==> src/rtl/approx_max_pipe_if.sv <==
// Operand/result handshake bundle for approx_max_pipe.
// slave is the block itself; master is the producer/consumer side.
interface approx_max_pipe_if #(
    parameter int WIDTH = 4
);
    logic             approx_en;
    logic             in_valid;
    logic             in_ready;
    logic [WIDTH-1:0] in_a;
    logic [WIDTH-1:0] in_b;
    logic             out_valid;
    logic             out_ready;
    logic [WIDTH-1:0] out_max;
    logic             out_sel;
    logic             out_frame_done;
    logic [WIDTH-1:0] out_frame_max;

    modport master (
        output approx_en, in_valid, in_a, in_b, out_ready,
        input  in_ready, out_valid, out_max, out_sel, out_frame_done, out_frame_max
    );

    modport slave (
        input  approx_en, in_valid, in_a, in_b, out_ready,
        output in_ready, out_valid, out_max, out_sel, out_frame_done, out_frame_max
    );
endinterface

==> src/rtl/approx_max_pipe.sv <==
// Two-stage pipelined max(A,B) with optional LSB-dropping approximation
// and a running max over fixed-length frames of output results.
module approx_max_pipe #(
    parameter int WIDTH     = 4,
    parameter int DROP_BITS = 1,
    parameter int FRAME_LEN = 8,
    parameter int CNT_W     = $clog2(FRAME_LEN + 1)
) (
    input logic              clk,
    input logic              rst_n,
    approx_max_pipe_if.slave bus
);
    // Ones above the dropped LSBs; masked full-width compare == upper-bit compare.
    localparam logic [WIDTH-1:0] KEEP = {WIDTH{1'b1}} << DROP_BITS;

    typedef struct packed {
        logic [WIDTH-1:0] a;
        logic [WIDTH-1:0] b;
        logic             approx;
        logic             sel;
    } s1_t;

    logic [2:1]       vld_pipe;
    logic             s1_adv, s2_adv;
    s1_t              s1, s1_new;
    logic [WIDTH-1:0] max_new, fmax_next;
    logic [WIDTH-1:0] max_q, fmax_q, acc;
    logic             sel_q, done_q, done_next;
    logic [CNT_W-1:0] cnt, cnt_next;

    assign s2_adv       = !vld_pipe[2] || bus.out_ready;
    assign s1_adv       = !vld_pipe[1] || s2_adv;
    assign bus.in_ready = s1_adv;

    assign bus.out_valid      = vld_pipe[2];
    assign bus.out_max        = max_q;
    assign bus.out_sel        = sel_q;
    assign bus.out_frame_done = done_q;
    assign bus.out_frame_max  = fmax_q;

    // Strict greater-than so a tie keeps A.
    always_comb begin
        s1_new.a      = bus.in_a;
        s1_new.b      = bus.in_b;
        s1_new.approx = bus.approx_en;
        if (bus.approx_en) s1_new.sel = (bus.in_b & KEEP) > (bus.in_a & KEEP);
        else               s1_new.sel = bus.in_b > bus.in_a;
    end

    always_comb begin
        max_new = s1.sel ? s1.b : s1.a;
        if (s1.approx) max_new = max_new & KEEP;
        fmax_next = (max_new > acc) ? max_new : acc;
        cnt_next  = cnt + CNT_W'(1);
        done_next = (cnt_next == CNT_W'(FRAME_LEN));
    end

    always_ff @(posedge clk or negedge rst_n) begin
        if (!rst_n) begin
            vld_pipe <= '0;
            s1       <= '0;
            max_q    <= '0;
            sel_q    <= 1'b0;
            done_q   <= 1'b0;
            fmax_q   <= '0;
            cnt      <= '0;
            acc      <= '0;
        end else begin
            if (s1_adv) begin
                vld_pipe[1] <= bus.in_valid;
                if (bus.in_valid) s1 <= s1_new;
            end
            if (s2_adv) begin
                vld_pipe[2] <= vld_pipe[1];
                if (vld_pipe[1]) begin
                    max_q  <= max_new;
                    sel_q  <= s1.sel;
                    fmax_q <= fmax_next;
                    done_q <= done_next;
                    // Last result of a frame still reports the frame max, then the frame restarts.
                    if (done_next) begin
                        cnt <= '0;
                        acc <= '0;
                    end else begin
                        cnt <= cnt_next;
                        acc <= fmax_next;
                    end
                end
            end
        end
    end
endmodule
==> src/flat_wrapper.sv <==
// flat-port wrapper written by rule: the top's interface ports become plain ports
module approx_max_pipe_flat 
#(
    parameter int WIDTH     = 4,
    parameter int DROP_BITS = 1,
    parameter int FRAME_LEN = 8,
    parameter int CNT_W     = $clog2(FRAME_LEN + 1)
)
  (clk, rst_n, bus_approx_en, bus_in_valid, bus_in_a, bus_in_b, bus_out_ready, bus_in_ready, bus_out_valid, bus_out_max, bus_out_sel, bus_out_frame_done, bus_out_frame_max);
  approx_max_pipe_if #(.WIDTH(WIDTH)) bus_i ();
  input logic clk;
  input logic rst_n;
  input wire logic [$bits(bus_i.approx_en)-1:0] bus_approx_en;
  input wire logic [$bits(bus_i.in_valid)-1:0] bus_in_valid;
  input wire logic [$bits(bus_i.in_a)-1:0] bus_in_a;
  input wire logic [$bits(bus_i.in_b)-1:0] bus_in_b;
  input wire logic [$bits(bus_i.out_ready)-1:0] bus_out_ready;
  output wire logic [$bits(bus_i.in_ready)-1:0] bus_in_ready;
  output wire logic [$bits(bus_i.out_valid)-1:0] bus_out_valid;
  output wire logic [$bits(bus_i.out_max)-1:0] bus_out_max;
  output wire logic [$bits(bus_i.out_sel)-1:0] bus_out_sel;
  output wire logic [$bits(bus_i.out_frame_done)-1:0] bus_out_frame_done;
  output wire logic [$bits(bus_i.out_frame_max)-1:0] bus_out_frame_max;
  assign bus_i.approx_en = bus_approx_en;
  assign bus_i.in_valid = bus_in_valid;
  assign bus_i.in_a = bus_in_a;
  assign bus_i.in_b = bus_in_b;
  assign bus_i.out_ready = bus_out_ready;
  assign bus_in_ready = bus_i.in_ready;
  assign bus_out_valid = bus_i.out_valid;
  assign bus_out_max = bus_i.out_max;
  assign bus_out_sel = bus_i.out_sel;
  assign bus_out_frame_done = bus_i.out_frame_done;
  assign bus_out_frame_max = bus_i.out_frame_max;
  approx_max_pipe #(.WIDTH(WIDTH), .DROP_BITS(DROP_BITS), .FRAME_LEN(FRAME_LEN), .CNT_W(CNT_W)) u_core (.clk(clk), .rst_n(rst_n), .bus(bus_i));
endmodule
==> config.mk <==
export PLATFORM = sky130hd
export DESIGN_NAME = approx_max_pipe_flat
export DESIGN_NICKNAME = d
export VERILOG_FILES = /design/src/rtl/approx_max_pipe_if.sv /design/src/rtl/approx_max_pipe.sv /design/src/flat_wrapper.sv
export SDC_FILE = /design/constraint.sdc
export NUM_CORES = 1
export LEC_CHECK = 0
export ABC_AREA = 1
export ABC_CLOCK_PERIOD_IN_PS = 2900
export BUFFER_PORTS_ARGS = -buffer_cell sky130_fd_sc_hd__buf_2
export CORE_MARGIN = 1.5
export CORE_UTILIZATION = 60
export CTS_BUF_LIST = sky130_fd_sc_hd__clkbuf_8
export DETAILED_ROUTE_END_ITERATION = 10
export PLACE_DENSITY_LB_ADDON = 0.05
export SKIP_LAST_GASP = 1
export SLEW_MARGIN = 25
export SYNTH_ARGS = -nofsm -noshare
export SYNTH_HDL_FRONTEND = slang
export SYNTH_SLANG_ARGS = --single-unit
==> constraint.sdc <==
create_clock -name clk -period 2.9 [get_ports clk]
set_input_delay 0.435 -clock clk [delete_from_list [all_inputs] [get_ports clk]]
set_output_delay 0.435 -clock clk [all_outputs]
set_load 0.005 [all_outputs]
# After elaboration in Yosys (flattened, before gate mapping)
# Cells that the tools add are included.
# Widths: inputs -> output; s select.
dict set report totals {
  regBits 30
  input_bits 13
  out_inout_bits 12
}
dict set report classes {
  n_addsub 1
  n_lt_le_gt_ge 3
  n_eq_ne 1
  n_mux 6
  n_reduce_logical 6
}
# op n
set ops {}
lappend ops {{$mux 4} 4}
lappend ops {{$gt 4x4->1} 3}
lappend ops {{$add 4x1->4 const B} 1}
lappend ops {{$eq 4x4->1 const B} 1}
lappend ops {{$reduce_and 2->1} 2}
lappend ops {{$logic_not 1->1} 2}
lappend ops {{$logic_or 1x1->1} 2}
lappend ops {{$mux 1} 2}

# Longest topological paths before layout
# Gate-level depths: netlist of run 1.
dict set report logic_depth {
  word_depth 5
  ltp_mapped 14
  mapped_depth_nobuf 13
}

# Worst setup path after synthesis of run 1
# Ideal clock, no wire load.
dict set report synth_path {
  path_kind {register to register}
  from {reg u_core.s1[0] (netlist bit)}
  to {reg u_core.acc[0]}
  setup_ns 0.118
  arrival_ns 1.526
  path_slack_ns 1.256
  path_stages_with_launch 13
  path_cell_list {dfrtp_1 > buf_6 > o21ai_1 > inv_1 > ha_1 > nand2_1 > nand2_1 > nand2_1 > nand2_2 > nand2_1 > nand2_1 > nand4_1 > nand2_1}
}
dict set report synth_via {
  elab_cells_between_ends 5
  classes_between {1 x order compare; 4 x mux}
}
# element line_no
set synth_lines {}
lappend synth_lines {{from (decl)} approx_max_pipe.sv:25} ;# s1_t s1, s1_new;
lappend synth_lines {{from (signal assigned)} approx_max_pipe.sv:71} ;# if (bus.in_valid) s1 <= s1_new;
lappend synth_lines {{$mux 4} approx_max_pipe.sv:51} ;# max_new = s1.sel ? s1.b : s1.a;
lappend synth_lines {{via u_core.max_new[1]} approx_max_pipe.sv:26} ;# logic [WIDTH-1:0] max_new, fmax_next;
lappend synth_lines {{$gt 4x4->1} approx_max_pipe.sv:53} ;# fmax_next = (max_new > acc) ? max_new : acc;
lappend synth_lines {{$mux 4} approx_max_pipe.sv:53}
lappend synth_lines {{$mux 4} approx_max_pipe.sv:81} ;# if (done_next) begin
lappend synth_lines {{to (signal assigned)} approx_max_pipe.sv:86} ;# acc <= fmax_next;
lappend synth_lines {{to (decl)} approx_max_pipe.sv:27} ;# logic [WIDTH-1:0] max_q, fmax_q, acc;
# The timed path passes the listed nets, and every way through them passes these cells.
# A chain may end at the register's enable or synchronous reset.

# Final worst setup path of run 1
dict set report layout_path {
  from {reg u_core.s1[0] (netlist bit)}
  to {reg u_core.fmax_q[3] (netlist: u_core.bus.out_frame_max[3])}
}
dict set report layout_via {
  elab_cells_between_ends 4
  classes_between {1 x order compare; 3 x mux}
}
# element line_no
set layout_lines {}
lappend layout_lines {{$mux 4} approx_max_pipe.sv:51}
lappend layout_lines {{via u_core.max_new[1]} approx_max_pipe.sv:26}
lappend layout_lines {{$gt 4x4->1} approx_max_pipe.sv:53}
lappend layout_lines {{$mux 4} approx_max_pipe.sv:53}
lappend layout_lines {{to (signal assigned)} approx_max_pipe.sv:78} ;# fmax_q <= fmax_next;
lappend layout_lines {{to (decl)} approx_max_pipe.sv:27}
# The timed path passes the listed nets, and every way through them passes these cells.

==> flow_metrics.tcl, run 1 <==
set metrics [dict create \
    critPathKind "reg -> reg" \
    worstSetupStartpointType "register" \
    cts_made_buffers 5 \
    setup_tns_ps 0 \
    fin_nets 239 \
    grt_pass1_vias 1188 \
    reg2reg_from "u_core.s1[0]" \
    cts_resized 0 \
    synthTopCellsByCount "64 x nand2_1, 30 x dfrtp_1, 20 x inv_1, 15 x o21ai_1, 11 x ha_1" \
    synth_area_leader_cell "dfrtp_1" \
    grt_max_degree 31 \
    cp.arrival_ps 2030 \
    slew_viol_final 0 \
    dpl.hpwl_mm 2.12 \
    tightest_slew_ps 640 \
    fin_crit_sh_pct 64.4 \
    peakVddDrop_mv 0.611 \
    finalClockSkew_ps 4.32 \
    synth_nets 213 \
    ys_seq_elements 30 \
    portBuffers 24 \
    ant_nets 0 \
    reg2reg_slack_ps 1030 \
    pre_cts_slack_ps 1030 \
    grt_pass1_wl_mm 4.94 \
    synth_area_leaders "dfrtp_1 47%, nand2_1 15%, ha_1 8.7%, inv_1 4.7%, o21ai_1 4.7%" \
    drtIter0Drc 11 \
    avgSynthCellArea_um2 8.37 \
    num-fill-cells 202 \
    cap_violations 0 \
    wl_per_cell_um 11.5 \
    io_pins 25 \
    path_clk_slew_ps 60 \
    dieHeight_um 54.3 \
    vias 1231 \
    min_period_ps 1870 \
    hold_buffers 0 \
    synth_flop_cell "dfrtp_1" \
    setup_viol_count_final 0 \
    cts_sinks 30 \
    grt_setup_unrepaired "false" \
    grt_usage_pct 23.7 \
    routed_via_density 5.02 \
    switching_share_pct 39.2 \
    synth_top_area_share_pct 47.5 \
    die_w_um 54.3 \
    ys_seq_area_share_pct 47.5 \
    dpl.cell_count 238 \
    power_density_nw_per_um2 881 \
    fmax_mhz 536 \
    cts_buffer_depth 2 \
    antenna_found_initial 0 \
    ys.warnings.count 0 \
    grt_overflow 0 \
    die-area_um2 2950 \
    synth-edff-count 0 \
    cts_root_buffer "clkbuf_8" \
    multi_input_area_um2 701 \
    drcViolationCount 0 \
    synthArstFlopShare_pct 100 \
    crit_path_max_fanout 10 \
    firstDrtPassIters 4 \
    gp_congestion 0.859 \
    start_util_pct 63.8 \
    syn_inst 189 \
    yosysMostFrequentCell "nand2_1" \
    cp_data_required_time_ps 3060 \
    seqCellArea_um2 751 \
    pwr-share-clk_pct 19.0 \
    synthesis.area_um2 1580 \
    num_antenna_cells 0 \
    hp-class "in -> async" \
    outcome "complete, no violations" \
    p_leak_uw 0.00100 \
    clk_latency_ps 280 \
    power_uw 1570 \
    coreArea_um2 2480 \
    p_comb_share_pct 39.6 \
    tritoncts "built" \
    critPathCaptureType "register" \
    post_cts_buffers 0 \
    pwr-share-seq_pct 41.4 \
    setup_slack_ps 1030 \
    reg2reg_depth 11 \
    finalHoldViolCount 0 \
    regToRegEndpoint "u_core.bus.out_frame_max[3]" \
    layoutNonFillerInstCount 245 \
    drt-total-wl_mm 2.82 \
    drive_gt1_share_pct 22.3 \
    slew_headroom_pct 57.3 \
    synth_cell_types 22 \
    syn2layout_area_growth_pct 12.5 \
    power.net_switching_uw 614 \
    p_int_uw 953 \
    rows 18 \
    cts_max_level 2 \
]
cells by family (layout without fill, tap and decap cells):
kind of cell	count (synthesis)	in the layout	share of synthesized area [%]
buffers and inverters	30	56	8.23
DFF	30	30	47.5
AOI/OAI and AO/OA	23	23	7.67
and+or+nand+nor	93	93	26.3
xor gates and xnor gates	2	2	1.58
adders and majority gates	11	11	8.70
routing by layer:
metal  GRT usage, %  vias to the layer above  wire length, um
met5              0                        -                0
met4           8.75                        0               40
met3           6.56                        5              105
met2           40.2                       20             1370
met1           28.6                      558             1300
li1               -                      648                -
how the worst max path moves through the flow:
| stage | startpoint | end | slack, ps |
|---|---|---|---|
| 6_report | u_core.s1[0] | u_core.bus.out_frame_max[3] | 1030 |
| 5_1_grt | u_core.s1[0] | u_core.acc[2] | 840 |
| 4_1_cts | u_core.s1[0] | u_core.bus.out_frame_max[3] | 1010 |
| 3_5_place_dp | u_core.s1[0] | u_core.acc[3] | 1030 |
| 3_3_place_gp | u_core.s1[0] | u_core.acc[3] | 1100 |
| 2_1_floorplan | u_core.s1[0] | u_core.acc[0] | 1260 |
layout by cell type, fill, tap and decap left out, drive strengths merged:
| cell type | count |
|---|---|
| nand2 | 71 |
| dfrtp | 30 |
| inv | 27 |
| buf | 24 |
| o21ai | 19 |
| nand3 | 12 |
| ha | 11 |
| nor2 | 6 |
| clkbuf | 5 |
| nand4 | 4 |
| a21oi | 3 |
| xor2 | 2 |
| o21a | 1 |
state kept, by name, summed over array words and instances (netlist names):
name	flops
u_core.cnt	4
u_core.bus.out_max	4
u_core.bus.out_sel	1
u_core.bus.out_frame_max	4
u_core.acc	4
u_core.bus.out_frame_done	1
u_core.vld_pipe	2
u_core.s1	10
stage by stage:
| stage | util [%] | area, um2 | hold slack, ps |
|---|---|---|---|
| after floorplan | - | 1580 | 139 |
| after global placement | 68.7 | 1700 | 460 |
| after detailed placement | 68.7 | 1700 | 463 |
| after CTS | 71.8 | 1780 | 201 |
| after global routing | 71.8 | 1780 | 223 |
| final | 71.8 | 1780 | 178 |
final cells by class:
cell class	instances	share of cell area [%]
inverter	25	5.27
timing repair buffer	24	6.75
multi-input combinational	129	39.4
sequential	30	42.2
tap	30	2.11
clock buffer	5	3.87
clock inverter	2	0.422
critical path, stage by stage, from the launching register on:
cell,delay (ps)
dfrtp_1,470
o21ai_1,280
inv_1,70
ha_1,310
nand2_1,80
nand2_1,40
nand2_1,60
nand2_2,80
nand2_1,130
nand2_1,80
nand3_1,80
nand2_1,70
power by group through the flow:
stage	sequential, uW	clock [uW]	combinational, uW
final	649	299	621
after global routing	671	324	729
after global placement	649	0	597
after CTS	649	302	627
after detailed placement	656	0	622
after floorplan	643	0	468
Note: power is estimated with default switching activity, not from simulation.
==> run 2, diff against run 1 <==
- ABC_CLOCK_PERIOD_IN_PS: 2900 -> 1700
- CORE_UTILIZATION: 60 -> 52
- clock period: 2.9 -> 1.7 ns (I/O delays scaled with it)
==> flow_metrics.tcl, run 2 (synthesis results as in run 1) <==
set metrics [dict create \
    outcome "finished, violations left" \
    violations "DRC, hold timing, setup timing" \
    grt_max_degree 31 \
    ant_nets 0 \
    crit_path_max_fanout 6 \
    finalHoldViolCount 1 \
    vias 1318 \
    cts_buffer_depth 2 \
    critPathKind "reg -> reg" \
    dpl.hpwl_mm 2.19 \
    grt_pass1_wl_mm 5.48 \
    grt_setup_unrepaired "true" \
    cp.arrival_ps 1910 \
    cts_root_buffer "clkbuf_8" \
    cts_max_level 2 \
    power_density_nw_per_um2 1540 \
    min_period_ps 1740 \
    coreArea_um2 2830 \
    worstSetupStartpointType "register" \
    firstDrtPassIters 7 \
    top_register "u_core.s1" \
    final_common_cell "nand2_1" \
    power_uw 2910 \
    critPathCaptureType "register" \
    antenna_found_initial 0 \
    largest_reg_flops 10 \
    hp-class "in -> async" \
    drcViolationCount 1 \
    tritoncts "built" \
    clk_latency_ps 280 \
    grt_pass1_vias 1311 \
    start_util_pct 55.9 \
    final_cell_mix "58 x nand2_1, 29 x dfrtp_1, 24 x buf_2" \
    met3_length_um 113 \
    io_pins 25 \
    fmax_mhz 576 \
    regToRegEndpoint "u_core.acc[2]" \
    drtIter0Drc 51 \
    dieHeight_um 58.2 \
    setup_slack_ps -36.4 \
    syn2layout_area_growth_pct 19.4 \
    slew_headroom_pct 57.2 \
    routed_via_density 5.25 \
    finish.instance_area_um2 1890 \
    maxUsedRoutingLayer "met4" \
    finalClockSkew_ps 2.10 \
    timing.hold.ws_ps -0.368 \
    hold_buffers 0 \
    fin_nets 244 \
    crit_end "u_core.acc[2]" \
    crit_start "u_core.s1[0]" \
    wl_met2_mm 1.53 \
    setup_viol_count_final 5 \
    drive_gt1_share_pct 30.5 \
    portBuffers 24 \
    wl_per_cell_um 12.0 \
    cp_data_required_time_ps 1870 \
    die-area_um2 3380 \
    num_antenna_cells 0 \
    fin_crit_sh_pct 102 \
    p_leak_uw 0.00105 \
    tightest_slew_ps 642 \
    grt_overflow 0 \
    cap_violations 0 \
    slew_viol_final 0 \
    reg2reg_depth 13 \
    peakVddDrop_mv 0.813 \
    drt-total-wl_mm 3.01 \
    gp_congestion 0.736 \
    cts_made_buffers 5 \
    reg2reg_from "u_core.s1[0]" \
    placed_area_um2 1730 \
    reg2reg_slack_ps -40 \
    rows 19 \
    wl_met1_mm 1.32 \
    cts_sinks 30 \
    die_w_um 58.2 \
    grt_usage_pct 21.6 \
    path_clk_slew_ps 60 \
]
run 2: cell types whose count changed in the layout (fill, tap and decap cells not counted), moves of 2 or more:
cell and change:
o21ai_2 +3, buf_4 +4, nand2_1 -6, nand2_4 +3, o21ai_1 -3, nand3_1 -2
nand2_2 +3
run 2: layout make-up:
class,count,area [um2]
Timing Repair Buffer,29,161
Sequential cell,30,752
Clock buffer,5,68.8
Fill cell,249,941
Clock inverter,2,7.51
Tap cell,31,38.8
Multi-Input combinational cell,129,766
Inverter,25,93.8
run 2: per-layer routing:
layer  vias up  GRT usage (%)
li1        661              -
met1       628           25.3
met2        24           36.9
met3         5           7.37
met4         0           7.97
met5         -              0
run 2: repair_timing:
action | 4_1_cts | 5_1_grt
gates resized for setup | 8 | 13
setup endpoints to repair | 8 | 8
setup buffers | 1 | 0
pin swaps | 1 | 3
endpoints found under the hold margin | 0 | 0
run 2: report_power, final:
group | switching [uW] | leakage, uW | internal, uW
Clock | 242 | 0.0000466 | 269
Combinational | 761 | 0.000632 | 515
Sequential | 170 | 0.000369 | 949
Total | 1170 | 0.00105 | 1730
run 2: stage by stage:
stage / cells / setup TNS, ps / util (%) / setup WS [ps] / hold WS (ps)
floorplan: 189 / 0 / - / 56.1 / -40.6
global placement: 243 / -25.7 / 61.3 / -12.0 / 317
detailed placement: 243 / -425 / 61.3 / -71.2 / 321
CTS: 251 / 0 / 64.9 / 2.26 / 24.4
global route: 251 / -1190 / 66.7 / -178 / 47.4
finish: 251 / -94.4 / 66.7 / -36.4 / -0.368
run 2: how the worst min path moves through the flow:
| stage | start | endpoint | slack [ps] | cells after the start |
|---|---|---|---|---|
| floorplan | rst_n | u_core.acc[0] | -40 | 0 |
| global placement | rst_n | u_core.cnt[0] | 320 | 1 |
| detailed placement | rst_n | u_core.cnt[0] | 320 | 1 |
| CTS | rst_n | u_core.cnt[0] | 20 | 1 |
| global route | rst_n | u_core.cnt[0] | 50 | 1 |
| finish | rst_n | u_core.cnt[0] | -0.4 | 1 |
run 2: worst max-delay path, cell delays in order (launching register included):
cell and delay [ps]:
dfrtp_2 440, buf_6 150, nand2_4 50, o21ai_2 70, inv_1 60, ha_1 260, nand2_1 80, inv_2 50
nand2_2 80, nand2_4 80, nand2_4 90, nand2_1 80, nand4_1 90, nand2_1 50
